$ cat config.mk
export PLATFORM = sky130hd
export DESIGN_NAME = mips_multicycle_control_flat
export DESIGN_NICKNAME = d
export VERILOG_FILES = /design/src/rtl/mips_multicycle_control_if.sv /design/src/rtl/mips_multicycle_control.sv /design/src/flat_wrapper.sv
export SDC_FILE = /design/constraint.sdc
export NUM_CORES = 1
export LEC_CHECK = 0
export BUFFER_PORTS_ARGS = -buffer_cell sky130_fd_sc_hd__buf_4
export CAP_MARGIN = 10
export CORE_AREA = 2 2 51 88
export DETAILED_ROUTE_END_ITERATION = 8
export DIE_AREA = 0 0 53 90
export PLACE_DENSITY_LB_ADDON = 0.3
export SYNTH_ARGS = -nofsm -noshare
export SYNTH_HDL_FRONTEND = slang
export SYNTH_SLANG_ARGS = --single-unit
$ cat constraint.sdc
create_clock -name clk -period 1.86 [get_ports clk]
set_clock_uncertainty 0.1 [all_clocks]
set_input_delay 0.186 -clock clk [delete_from_list [all_inputs] [get_ports clk]]
set_output_delay 0.186 -clock clk [all_outputs]
set_load 0.03 [all_outputs]
$ cat src/rtl/mips_multicycle_control_if.sv
`default_nettype none
// ============================================================================
// Module   : mips_multicycle_control_if
// Brief    : Opcode/handshake inputs and datapath controls of the MIPS control FSM
// Revision : 1.0
// ============================================================================
interface mips_multicycle_control_if #(
  parameter int CNT_W = 16
);
  logic [5:0]       opcode;
  logic             mem_ready;
  logic             pc_write;
  logic             pc_write_cond;
  logic             i_or_d;
  logic             mem_read;
  logic             mem_write;
  logic             ir_write;
  logic             mem_to_reg;
  logic             reg_dst;
  logic             reg_write;
  logic             alu_src_a;
  logic [1:0]       alu_src_b;
  logic [1:0]       alu_op;
  logic [1:0]       pc_source;
  logic [3:0]       state_out;
  logic             illegal_op;
  logic             bus_error;
  logic [CNT_W-1:0] instr_count;

  modport master (
    input  opcode, mem_ready,
    output pc_write, pc_write_cond, i_or_d, mem_read, mem_write, ir_write,
           mem_to_reg, reg_dst, reg_write, alu_src_a, alu_src_b, alu_op,
           pc_source, state_out, illegal_op, bus_error, instr_count
  );

  modport slave (
    output opcode, mem_ready,
    input  pc_write, pc_write_cond, i_or_d, mem_read, mem_write, ir_write,
           mem_to_reg, reg_dst, reg_write, alu_src_a, alu_src_b, alu_op,
           pc_source, state_out, illegal_op, bus_error, instr_count
  );
endinterface
`default_nettype wire

$ cat src/rtl/mips_multicycle_control.sv
`default_nettype none
// ============================================================================
// Module   : mips_multicycle_control
// Brief    : Multi-cycle MIPS main control FSM with memory wait watchdog
// Revision : 1.0
// ============================================================================
module mips_multicycle_control #(
  parameter int WAIT_LIMIT = 15,
  parameter int CNT_W      = 16
) (
  input  wire logic                 clk,
  input  wire logic                 rst_n,
  mips_multicycle_control_if.master bus
);

  typedef enum logic [3:0] {
    S_IDLE      = 4'd0,
    S_FETCH     = 4'd1,
    S_DECODE    = 4'd2,
    S_MEM_ADR   = 4'd3,
    S_MEM_READ  = 4'd4,
    S_MEM_WB    = 4'd5,
    S_MEM_WRITE = 4'd6,
    S_EXECUTE   = 4'd7,
    S_ALU_WB    = 4'd8,
    S_BRANCH    = 4'd9,
    S_JUMP      = 4'd10,
    S_ADDI_EXEC = 4'd11,
    S_ADDI_WB   = 4'd12
  } state_t;

  localparam logic [5:0] c_op_rtype = 6'b000000;
  localparam logic [5:0] c_op_lw    = 6'b100011;
  localparam logic [5:0] c_op_sw    = 6'b101011;
  localparam logic [5:0] c_op_beq   = 6'b000100;
  localparam logic [5:0] c_op_j     = 6'b000010;
  localparam logic [5:0] c_op_addi  = 6'b001000;
  // Last wait count before the watchdog fires: reaching WAIT_LIMIT aborts.
  localparam logic [7:0] c_wait_last = 8'(WAIT_LIMIT - 1);

  state_t           r_state;
  state_t           w_next;
  logic [7:0]       r_wait;
  logic             r_illegal_op;
  logic             r_bus_error;
  logic [CNT_W-1:0] r_instr_count;
  logic             w_mem_state;
  logic             w_timeout;
  logic             w_retire;
  logic             w_illegal;

  always_ff @(posedge clk or negedge rst_n) begin
    if (!rst_n) begin
      r_state       <= S_IDLE;
      r_wait        <= 8'd0;
      r_illegal_op  <= 1'b0;
      r_bus_error   <= 1'b0;
      r_instr_count <= '0;
    end else begin
      r_state <= w_next;
      // Any exit, entry or abort leaves the counter at zero.
      if (w_mem_state && !bus.mem_ready && !w_timeout)
        r_wait <= r_wait + 8'd1;
      else
        r_wait <= 8'd0;
      if (w_illegal)
        r_illegal_op <= 1'b1;
      if (w_timeout)
        r_bus_error <= 1'b1;
      if (w_retire)
        r_instr_count <= r_instr_count + 1'b1;
    end
  end

  always_comb begin
    w_next            = r_state;
    w_mem_state       = 1'b0;
    w_timeout         = 1'b0;
    w_retire          = 1'b0;
    w_illegal         = 1'b0;
    bus.pc_write      = 1'b0;
    bus.pc_write_cond = 1'b0;
    bus.i_or_d        = 1'b0;
    bus.mem_read      = 1'b0;
    bus.mem_write     = 1'b0;
    bus.ir_write      = 1'b0;
    bus.mem_to_reg    = 1'b0;
    bus.reg_dst       = 1'b0;
    bus.reg_write     = 1'b0;
    bus.alu_src_a     = 1'b0;
    bus.alu_src_b     = 2'b00;
    bus.alu_op        = 2'b00;
    bus.pc_source     = 2'b00;
    case (r_state)
      S_IDLE: w_next = S_FETCH;
      S_FETCH: begin
        w_mem_state   = 1'b1;
        bus.mem_read  = 1'b1;
        bus.alu_src_b = 2'b01;
        // IR and PC load only on the cycle the fetch actually completes.
        bus.ir_write  = bus.mem_ready;
        bus.pc_write  = bus.mem_ready;
        if (bus.mem_ready) begin
          w_next = S_DECODE;
        end else if (r_wait == c_wait_last) begin
          w_timeout = 1'b1;
          w_next    = S_FETCH;
        end
      end
      S_DECODE: begin
        bus.alu_src_b = 2'b11;
        case (bus.opcode)
          c_op_lw, c_op_sw: w_next = S_MEM_ADR;
          c_op_rtype:       w_next = S_EXECUTE;
          c_op_beq:         w_next = S_BRANCH;
          c_op_j:           w_next = S_JUMP;
          c_op_addi:        w_next = S_ADDI_EXEC;
          default: begin
            w_illegal = 1'b1;
            w_next    = S_FETCH;
          end
        endcase
      end
      S_MEM_ADR: begin
        bus.alu_src_a = 1'b1;
        bus.alu_src_b = 2'b10;
        if (bus.opcode == c_op_lw)
          w_next = S_MEM_READ;
        else if (bus.opcode == c_op_sw)
          w_next = S_MEM_WRITE;
        else
          w_next = S_FETCH;
      end
      S_MEM_READ: begin
        w_mem_state  = 1'b1;
        bus.mem_read = 1'b1;
        bus.i_or_d   = 1'b1;
        if (bus.mem_ready) begin
          w_next = S_MEM_WB;
        end else if (r_wait == c_wait_last) begin
          w_timeout = 1'b1;
          w_next    = S_FETCH;
        end
      end
      S_MEM_WB: begin
        bus.reg_write  = 1'b1;
        bus.mem_to_reg = 1'b1;
        w_retire       = 1'b1;
        w_next         = S_FETCH;
      end
      S_MEM_WRITE: begin
        w_mem_state   = 1'b1;
        bus.mem_write = 1'b1;
        bus.i_or_d    = 1'b1;
        if (bus.mem_ready) begin
          w_retire = 1'b1;
          w_next   = S_FETCH;
        end else if (r_wait == c_wait_last) begin
          w_timeout = 1'b1;
          w_next    = S_FETCH;
        end
      end
      S_EXECUTE: begin
        bus.alu_src_a = 1'b1;
        bus.alu_op    = 2'b10;
        w_next        = S_ALU_WB;
      end
      S_ALU_WB: begin
        bus.reg_write = 1'b1;
        bus.reg_dst   = 1'b1;
        w_retire      = 1'b1;
        w_next        = S_FETCH;
      end
      S_BRANCH: begin
        bus.alu_src_a     = 1'b1;
        bus.alu_op        = 2'b01;
        bus.pc_write_cond = 1'b1;
        bus.pc_source     = 2'b01;
        w_retire          = 1'b1;
        w_next            = S_FETCH;
      end
      S_JUMP: begin
        bus.pc_write  = 1'b1;
        bus.pc_source = 2'b10;
        w_retire      = 1'b1;
        w_next        = S_FETCH;
      end
      S_ADDI_EXEC: begin
        bus.alu_src_a = 1'b1;
        bus.alu_src_b = 2'b10;
        w_next        = S_ADDI_WB;
      end
      S_ADDI_WB: begin
        bus.reg_write = 1'b1;
        w_retire      = 1'b1;
        w_next        = S_FETCH;
      end
      default: w_next = S_FETCH;
    endcase
  end

  assign bus.state_out   = r_state;
  assign bus.illegal_op  = r_illegal_op;
  assign bus.bus_error   = r_bus_error;
  assign bus.instr_count = r_instr_count;

endmodule
`default_nettype wire

$ cat src/flat_wrapper.sv
// flat-port wrapper written by rule: the top's interface ports become plain ports
module mips_multicycle_control_flat 
#(
  parameter int WAIT_LIMIT = 15,
  parameter int CNT_W      = 16
)
  (clk, rst_n, bus_opcode, bus_mem_ready, bus_pc_write, bus_pc_write_cond, bus_i_or_d, bus_mem_read, bus_mem_write, bus_ir_write, bus_mem_to_reg, bus_reg_dst, bus_reg_write, bus_alu_src_a, bus_alu_src_b, bus_alu_op, bus_pc_source, bus_state_out, bus_illegal_op, bus_bus_error, bus_instr_count);
  mips_multicycle_control_if #(.CNT_W(CNT_W)) bus_i ();
  input  wire logic clk;
  input  wire logic rst_n;
  input wire logic [$bits(bus_i.opcode)-1:0] bus_opcode;
  input wire logic [$bits(bus_i.mem_ready)-1:0] bus_mem_ready;
  output wire logic [$bits(bus_i.pc_write)-1:0] bus_pc_write;
  output wire logic [$bits(bus_i.pc_write_cond)-1:0] bus_pc_write_cond;
  output wire logic [$bits(bus_i.i_or_d)-1:0] bus_i_or_d;
  output wire logic [$bits(bus_i.mem_read)-1:0] bus_mem_read;
  output wire logic [$bits(bus_i.mem_write)-1:0] bus_mem_write;
  output wire logic [$bits(bus_i.ir_write)-1:0] bus_ir_write;
  output wire logic [$bits(bus_i.mem_to_reg)-1:0] bus_mem_to_reg;
  output wire logic [$bits(bus_i.reg_dst)-1:0] bus_reg_dst;
  output wire logic [$bits(bus_i.reg_write)-1:0] bus_reg_write;
  output wire logic [$bits(bus_i.alu_src_a)-1:0] bus_alu_src_a;
  output wire logic [$bits(bus_i.alu_src_b)-1:0] bus_alu_src_b;
  output wire logic [$bits(bus_i.alu_op)-1:0] bus_alu_op;
  output wire logic [$bits(bus_i.pc_source)-1:0] bus_pc_source;
  output wire logic [$bits(bus_i.state_out)-1:0] bus_state_out;
  output wire logic [$bits(bus_i.illegal_op)-1:0] bus_illegal_op;
  output wire logic [$bits(bus_i.bus_error)-1:0] bus_bus_error;
  output wire logic [$bits(bus_i.instr_count)-1:0] bus_instr_count;
  assign bus_i.opcode = bus_opcode;
  assign bus_i.mem_ready = bus_mem_ready;
  assign bus_pc_write = bus_i.pc_write;
  assign bus_pc_write_cond = bus_i.pc_write_cond;
  assign bus_i_or_d = bus_i.i_or_d;
  assign bus_mem_read = bus_i.mem_read;
  assign bus_mem_write = bus_i.mem_write;
  assign bus_ir_write = bus_i.ir_write;
  assign bus_mem_to_reg = bus_i.mem_to_reg;
  assign bus_reg_dst = bus_i.reg_dst;
  assign bus_reg_write = bus_i.reg_write;
  assign bus_alu_src_a = bus_i.alu_src_a;
  assign bus_alu_src_b = bus_i.alu_src_b;
  assign bus_alu_op = bus_i.alu_op;
  assign bus_pc_source = bus_i.pc_source;
  assign bus_state_out = bus_i.state_out;
  assign bus_illegal_op = bus_i.illegal_op;
  assign bus_bus_error = bus_i.bus_error;
  assign bus_instr_count = bus_i.instr_count;
  mips_multicycle_control #(.WAIT_LIMIT(WAIT_LIMIT), .CNT_W(CNT_W)) u_core (.clk(clk), .rst_n(rst_n), .bus(bus_i));
endmodule
* After elaboration in Yosys (flattened, before gate mapping)
Index checks and enable logic that the tools add are counted.
Word-level totals: bits in registers 30, input bits 9, output and inout port bits 38, word-level logic and storage cells 69
Operators by class: $add $sub $neg 2, equal/unequal tests 18, muxes and demuxes 30, reductions and logical operators 14
Operators with widths (count):
- case mux 4 bit (7 select lines) | 1
- equality test 4 bit (second input constant) | 5
- 2-to-1 mux 4 bit | 5
- case mux 4 bit (5 select lines) | 1
- adder 16 x 1 -> 16 bit (second input constant) | 1
- equality test 4 x 3 -> 1 bit (second input constant) | 4
- 2-to-1 mux 1 bit | 16
- equality test 6 bit (second input constant) | 2
- adder 8 x 1 -> 8 bit (second input constant) | 1
- equality test 4 x 2 -> 1 bit (second input constant) | 2
- equality test 8 x 4 -> 1 bit (second input constant) | 1
- 2-to-1 mux 8 bit | 1
- case mux 2 bit (2 select lines) | 2
- OR reduction 2 bit | 4
- equality test 6 x 2 -> 1 bit (second input constant) | 1
- equality test 6 x 3 -> 1 bit (second input constant) | 1
- equality test 6 x 4 -> 1 bit (second input constant) | 1
- logical NOT 6 bit | 1
- case mux 2 bit (3 select lines) | 1
- OR reduction 3 bit | 2
- OR reduction 6 bit | 1
- OR reduction 5 bit | 1
- equality test 4 x 1 -> 1 bit (second input constant) | 1
- case mux 1 bit (2 select lines) | 2
- 4 further kinds | 6

* Depth between registers and ports, before layout
depth after elaboration 7, mapped depth 6, depth with buffers taken out 6

* Worst setup path before layout
Ideal clock, no wire load.
path type register to output, from register u_core.r_state[3], in the netlist u_core.bus.state_out[3], to output bus_alu_src_a, arrival time 1.993 ns, data required time 1.574 ns, slack -0.419 ns, stages on the path, launching flop included 5, path buffers 2, path through dfrtp_1 clkbuf_1 clkbuf_1 nor2_1 a211oi_1
Between the ends: longest elaborated chain between the ends 3, elaborated cells on any way between the ends 6, classes of those cells eq/ne: 4; mux: 1; reduce/logical: 1
RTL lines:
- start, declared | RTL line mips_multicycle_control.sv:41 | state_t r_state;
- start signal, assigned | RTL line mips_multicycle_control.sv:60 | r_state <= w_next;
- equality test 4 bit (tied with other cells) | RTL line mips_multicycle_control.sv:94 | case (r_state)
- OR reduction 4 bit (no line) (*)
- 2-to-1 mux 1 bit (*) | RTL line mips_multicycle_control.sv:94
- end, declared | RTL line flat_wrapper.sv:22 | output wire logic [$bits(bus_i.alu_src_a)-1:0] bus_alu_src_a;
Mark *: on every way between the ends. The rest lies on a longest branch, timed or not.

* Worst setup path in the final report
from register u_core.r_wait[0], to register u_core.r_state[2], in the netlist u_core.bus.state_out[2]
Between the ends: longest elaborated chain between the ends 4, elaborated cells on any way between the ends 6, classes of those cells eq/ne: 1; mux: 5
RTL lines:
- start, declared | RTL line mips_multicycle_control.sv:43 | logic [7:0] r_wait;
- start signal, assigned | RTL line mips_multicycle_control.sv:63 | r_wait <= r_wait + 8'd1;
- equality test 8 x 4 -> 1 bit (*) | RTL line mips_multicycle_control.sv:105, mips_multicycle_control.sv:140, mips_multicycle_control.sv:158
- 2-to-1 mux 4 bit (*)
- 2-to-1 mux 4 bit (on tied branches)
- case mux 4 bit (7 select lines) (*)
- via u_core.w_next[2] | RTL line mips_multicycle_control.sv:42 | state_t w_next;
Mark *: on every way through the listed nets, which the timed path passes. The rest lies on a longest branch. A chain may end at the register's enable or synchronous reset.

==> results.sh <==
export IMPL_die_h_um=90
export IMPL_critPathKind="flip-flop to flip-flop"
export IMPL_chipWidth_um=53
export IMPL_cts_tree="yes"
export IMPL_timing_rr_end="u_core.bus.state_out[2]"
export IMPL_drc=0
export IMPL_postRouteWirelength_mm=4.69
export IMPL_worst_path_max_fanout=3
export IMPL_dp_hpwl_mm=3.34
export IMPL_ys_seq_area_frac=0.412
export IMPL_critical_path_slowest_cell="or4b_4"
export IMPL_worst_path_dominant_cell_family="simple AND/OR/NAND/NOR gates"
export IMPL_power_leakage_nw=1.14
export IMPL_startpoint="u_core.r_wait[0]"
export IMPL_outcome="completed"
export IMPL_root_buffer="clkbuf_8"
export IMPL_synth_mux_area_frac=0.0124
export IMPL_synth_main_ff_cell="dfrtp_1"
export IMPL_max_freq_mhz=540
export IMPL_dr_wl_met3_um=194
export IMPL_preCtsSetupSlack_ns=0.0338
export IMPL_synth_nets=203
export IMPL_core_sq_um=4070
export IMPL_drv_cap=0
export IMPL_avgViaCountPerCell=5.56
export IMPL_critPathRequiredTime_ns=1.90
export IMPL_drive_gt1_frac=0.421
export IMPL_slowest_delay_ns=0.45
export IMPL_routed_top_layer="met4"
export IMPL_cts_buffer_depth=2
export IMPL_die_area_sq_um=4770
export IMPL_report_final_slew_viol_count=0
export IMPL_postRouteAntennaNets=0
export IMPL_clock_latency_ns=0.27
export IMPL_area_growth_pct=41.6
export IMPL_ff2ff_setup_slack_ns=0.008
export IMPL_drt_met1_wl_mm=1.73
export IMPL_portBuffers=46
export IMPL_critPathLaunchType="flip-flop"
export IMPL_min_path_type="input port to flip-flop"
export IMPL_grt_pass1_wl_mm=7.60
export IMPL_dr_wl_met2_mm=2.68
export IMPL_via_count=1724
export IMPL_grt_pass1_vias=1714
export IMPL_num_antenna_cells=0
export IMPL_synth_fa_ha_area_frac=0.0261
export IMPL_ys_async_sr_fraction=1.00
export IMPL_grt_max_degree=31
export IMPL_cp_end_kind="flip-flop"
export IMPL_grt_ovfl_total=0
export IMPL_synthesis_area_sq_um=1820
export IMPL_worstPathCellList="inv_1, ha_1, or4b_4, or3_4, a21oi_2, o22ai_1"
export IMPL_worst_hold_slack_ns=0.141
export IMPL_fp_row_count=31
export IMPL_grt_use_total=0.207
export IMPL_worst_pin_slew_ns=0.359
export IMPL_fin_crit_sh=0.996
export IMPL_ff2ff_path_depth=6
export IMPL_cts_buffers=5
export IMPL_clk_pin_slew_ns=0.06
export IMPL_path_buf_inv=1
export IMPL_endpoint="u_core.bus.state_out[2]"
export IMPL_drtIter0Drc=29
export IMPL_synth_simple_gate_area_share=0.207
export IMPL_synthCells=191
export IMPL_synth_edff_count=0
export IMPL_fin_nets=273
export IMPL_nFillCells=358
export IMPL_powerDensity_nw_per_um2=1470
export IMPL_whs_path_depth=4
export IMPL_grt_antenna_before_repair=0
export IMPL_synth_compound_area_frac=0.183
export IMPL_drtPass1Iterations=4
export IMPL_place_congestion=0.780
export IMPL_synth_seq_cells=30
export IMPL_start_util=0.447
export IMPL_cts_max_level=2
export IMPL_rsz0062_at_grt="yes"
export IMPL_wl_per_cell_um=15.1
export IMPL_io_pins=47
export IMPL_fin_ws_ns=0.00780
export IMPL_setup_viol=0
export IMPL_yosysUniqueCellTypes=50
export IMPL_cp_num_cells=6
export IMPL_fin_crit_ns=1.85
export IMPL_slew_headroom=0.754
export IMPL_synth_top_family_by_area="simple AND/OR/NAND/NOR gates"
export IMPL_synth_xor_area_share=0.111
export IMPL_avgSynthCellArea_sq_um=9.54
export IMPL_hold_violations=0
export IMPL_ir_drop_uv=1110
export IMPL_cts_sinks=30
export IMPL_rr_startpoint="u_core.r_wait[0]"
export IMPL_critPathArrivalTime_ns=1.89
export IMPL_yosys_warnings=0
## cells in the final DEF, fill, tap and decap left out, drive strengths merged, types with 2 or more instances in the layout
| cell type | synthesis | layout |
|---|---|---|
| a211oi | 4 | 4 |
| clkbuf | 5 | 7 |
| nor2b | 2 | 2 |
| or3 | 2 | 2 |
| o211ai | 7 | 7 |
| nand4 | 4 | 4 |
| o2111ai | 5 | 5 |
| ha | 3 | 3 |
| mux2 | 2 | 2 |
| and3 | 3 | 3 |
| nand2 | 8 | 8 |
| a2111oi | 2 | 2 |
| nand2b | 7 | 7 |
| xnor2 | 17 | 17 |
| inv | 8 | 8 |
| o21ai | 5 | 5 |
| nor3 | 7 | 7 |
| nand3 | 4 | 4 |
| a21oi | 7 | 7 |
| dfrtp | 30 | 30 |
| xor2 | 6 | 6 |
| nor4 | 5 | 5 |
| nor2 | 22 | 22 |
| buf | 6 | 73 |
## sequential cells by signal, indices dropped and copies added (netlist names)
register / count
u_core.bus.instr_count: 16
u_core.r_wait: 8
u_core.bus.state_out: 4
u_core.bus.bus_error: 1
u_core.bus.illegal_op: 1
## Yosys cell counts, drive strengths merged (5+ instances only)
master	instances	area [sq um]
o21ai	5	25.0
nor2	22	82.6
o2111ai	5	43.8
xor2	6	52.6
o211ai	7	52.6
a21oi	7	35.0
buf	6	41.3
clkbuf	5	18.8
xnor2	17	149
nand2	8	32.5
nand2b	7	43.8
nor3	7	35.0
nor4	5	31.3
dfrtp	30	751
inv	8	30.0
## what timing repair did
action	in CTS	in global routing
setup endpoints to repair	8	26
hold buffers	1	0
gates resized for setup	5	17
hold endpoints to repair	30	0
gates cloned	0	1
pin swaps	0	4
buffers inserted	6	1
## power by group
group	switching [mW]	internal (mW)
Combinational	1.31	1.08
Sequential	0.149	0.777
Clock	0.214	0.257
Total	1.67	2.11
## per-stage QoR
stage / instances / setup TNS [ns] / total power [mW] / util / instance area [sq um]
final: 310 / 0 / 3.79 / 0.633 / 2580
after global routing: 310 / -0.105 / 4.02 / 0.633 / 2580
after CTS: 308 / 0 / 3.67 / 0.615 / 2510
after detailed placement: 294 / 0 / 3.05 / 0.578 / 2350
after global placement: 294 / 0 / 3.02 / 0.578 / 2350
after floorplan: 191 / -0.621 / 2.28 / - / 1860
## worst register-to-register path: stages, from the launching register on
cell	delay, ns
dfrtp_1	0.38
inv_1	0.06
ha_1	0.12
or4b_4	0.45
or3_4	0.38
a21oi_2	0.15
o22ai_1	0.09
## routing by layer
layer,vias up,global-route usage
met5,-,0
met4,0,0.0791
met3,8,0.0382
met2,44,0.373
met1,840,0.226
li1,832,-
## logic make-up after synthesis
| family | after synthesis |
|---|---|
| multiplexers | 2 |
| XOR/XNOR | 23 |
| flip-flops | 30 |
| buffers and inverters | 19 |
| AND/OR/NAND/NOR | 71 |
| AO/OA/AOI/OAI | 42 |
| adder cells (fa/ha/maj) | 4 |
## worst min-delay path by stage
| stage | start | end | slack [ns] |
|---|---|---|---|
| after floorplan | rst_n | u_core.bus.bus_error | -0.21 |
| after global placement | rst_n | u_core.r_wait[2] | 0.04 |
| after detailed placement | rst_n | u_core.r_wait[2] | 0.04 |
| after CTS | bus_opcode[4] | u_core.bus.state_out[3] | 0.11 |
| after global routing | bus_opcode[4] | u_core.bus.state_out[3] | 0.13 |
| final | bus_opcode[4] | u_core.bus.state_out[3] | 0.14 |
## cell type report
class | count | area (sq um) | share of cell area
clock buffer | 7 | 76.3 | 0.0296
multi-input combinational | 142 | 1080 | 0.417
tap | 49 | 61.3 | 0.0238
inverter | 8 | 30.0 | 0.0116
timing repair buffer | 74 | 579 | 0.225
sequential | 30 | 756 | 0.293
Note: power is estimated with default switching activity, not from simulation.
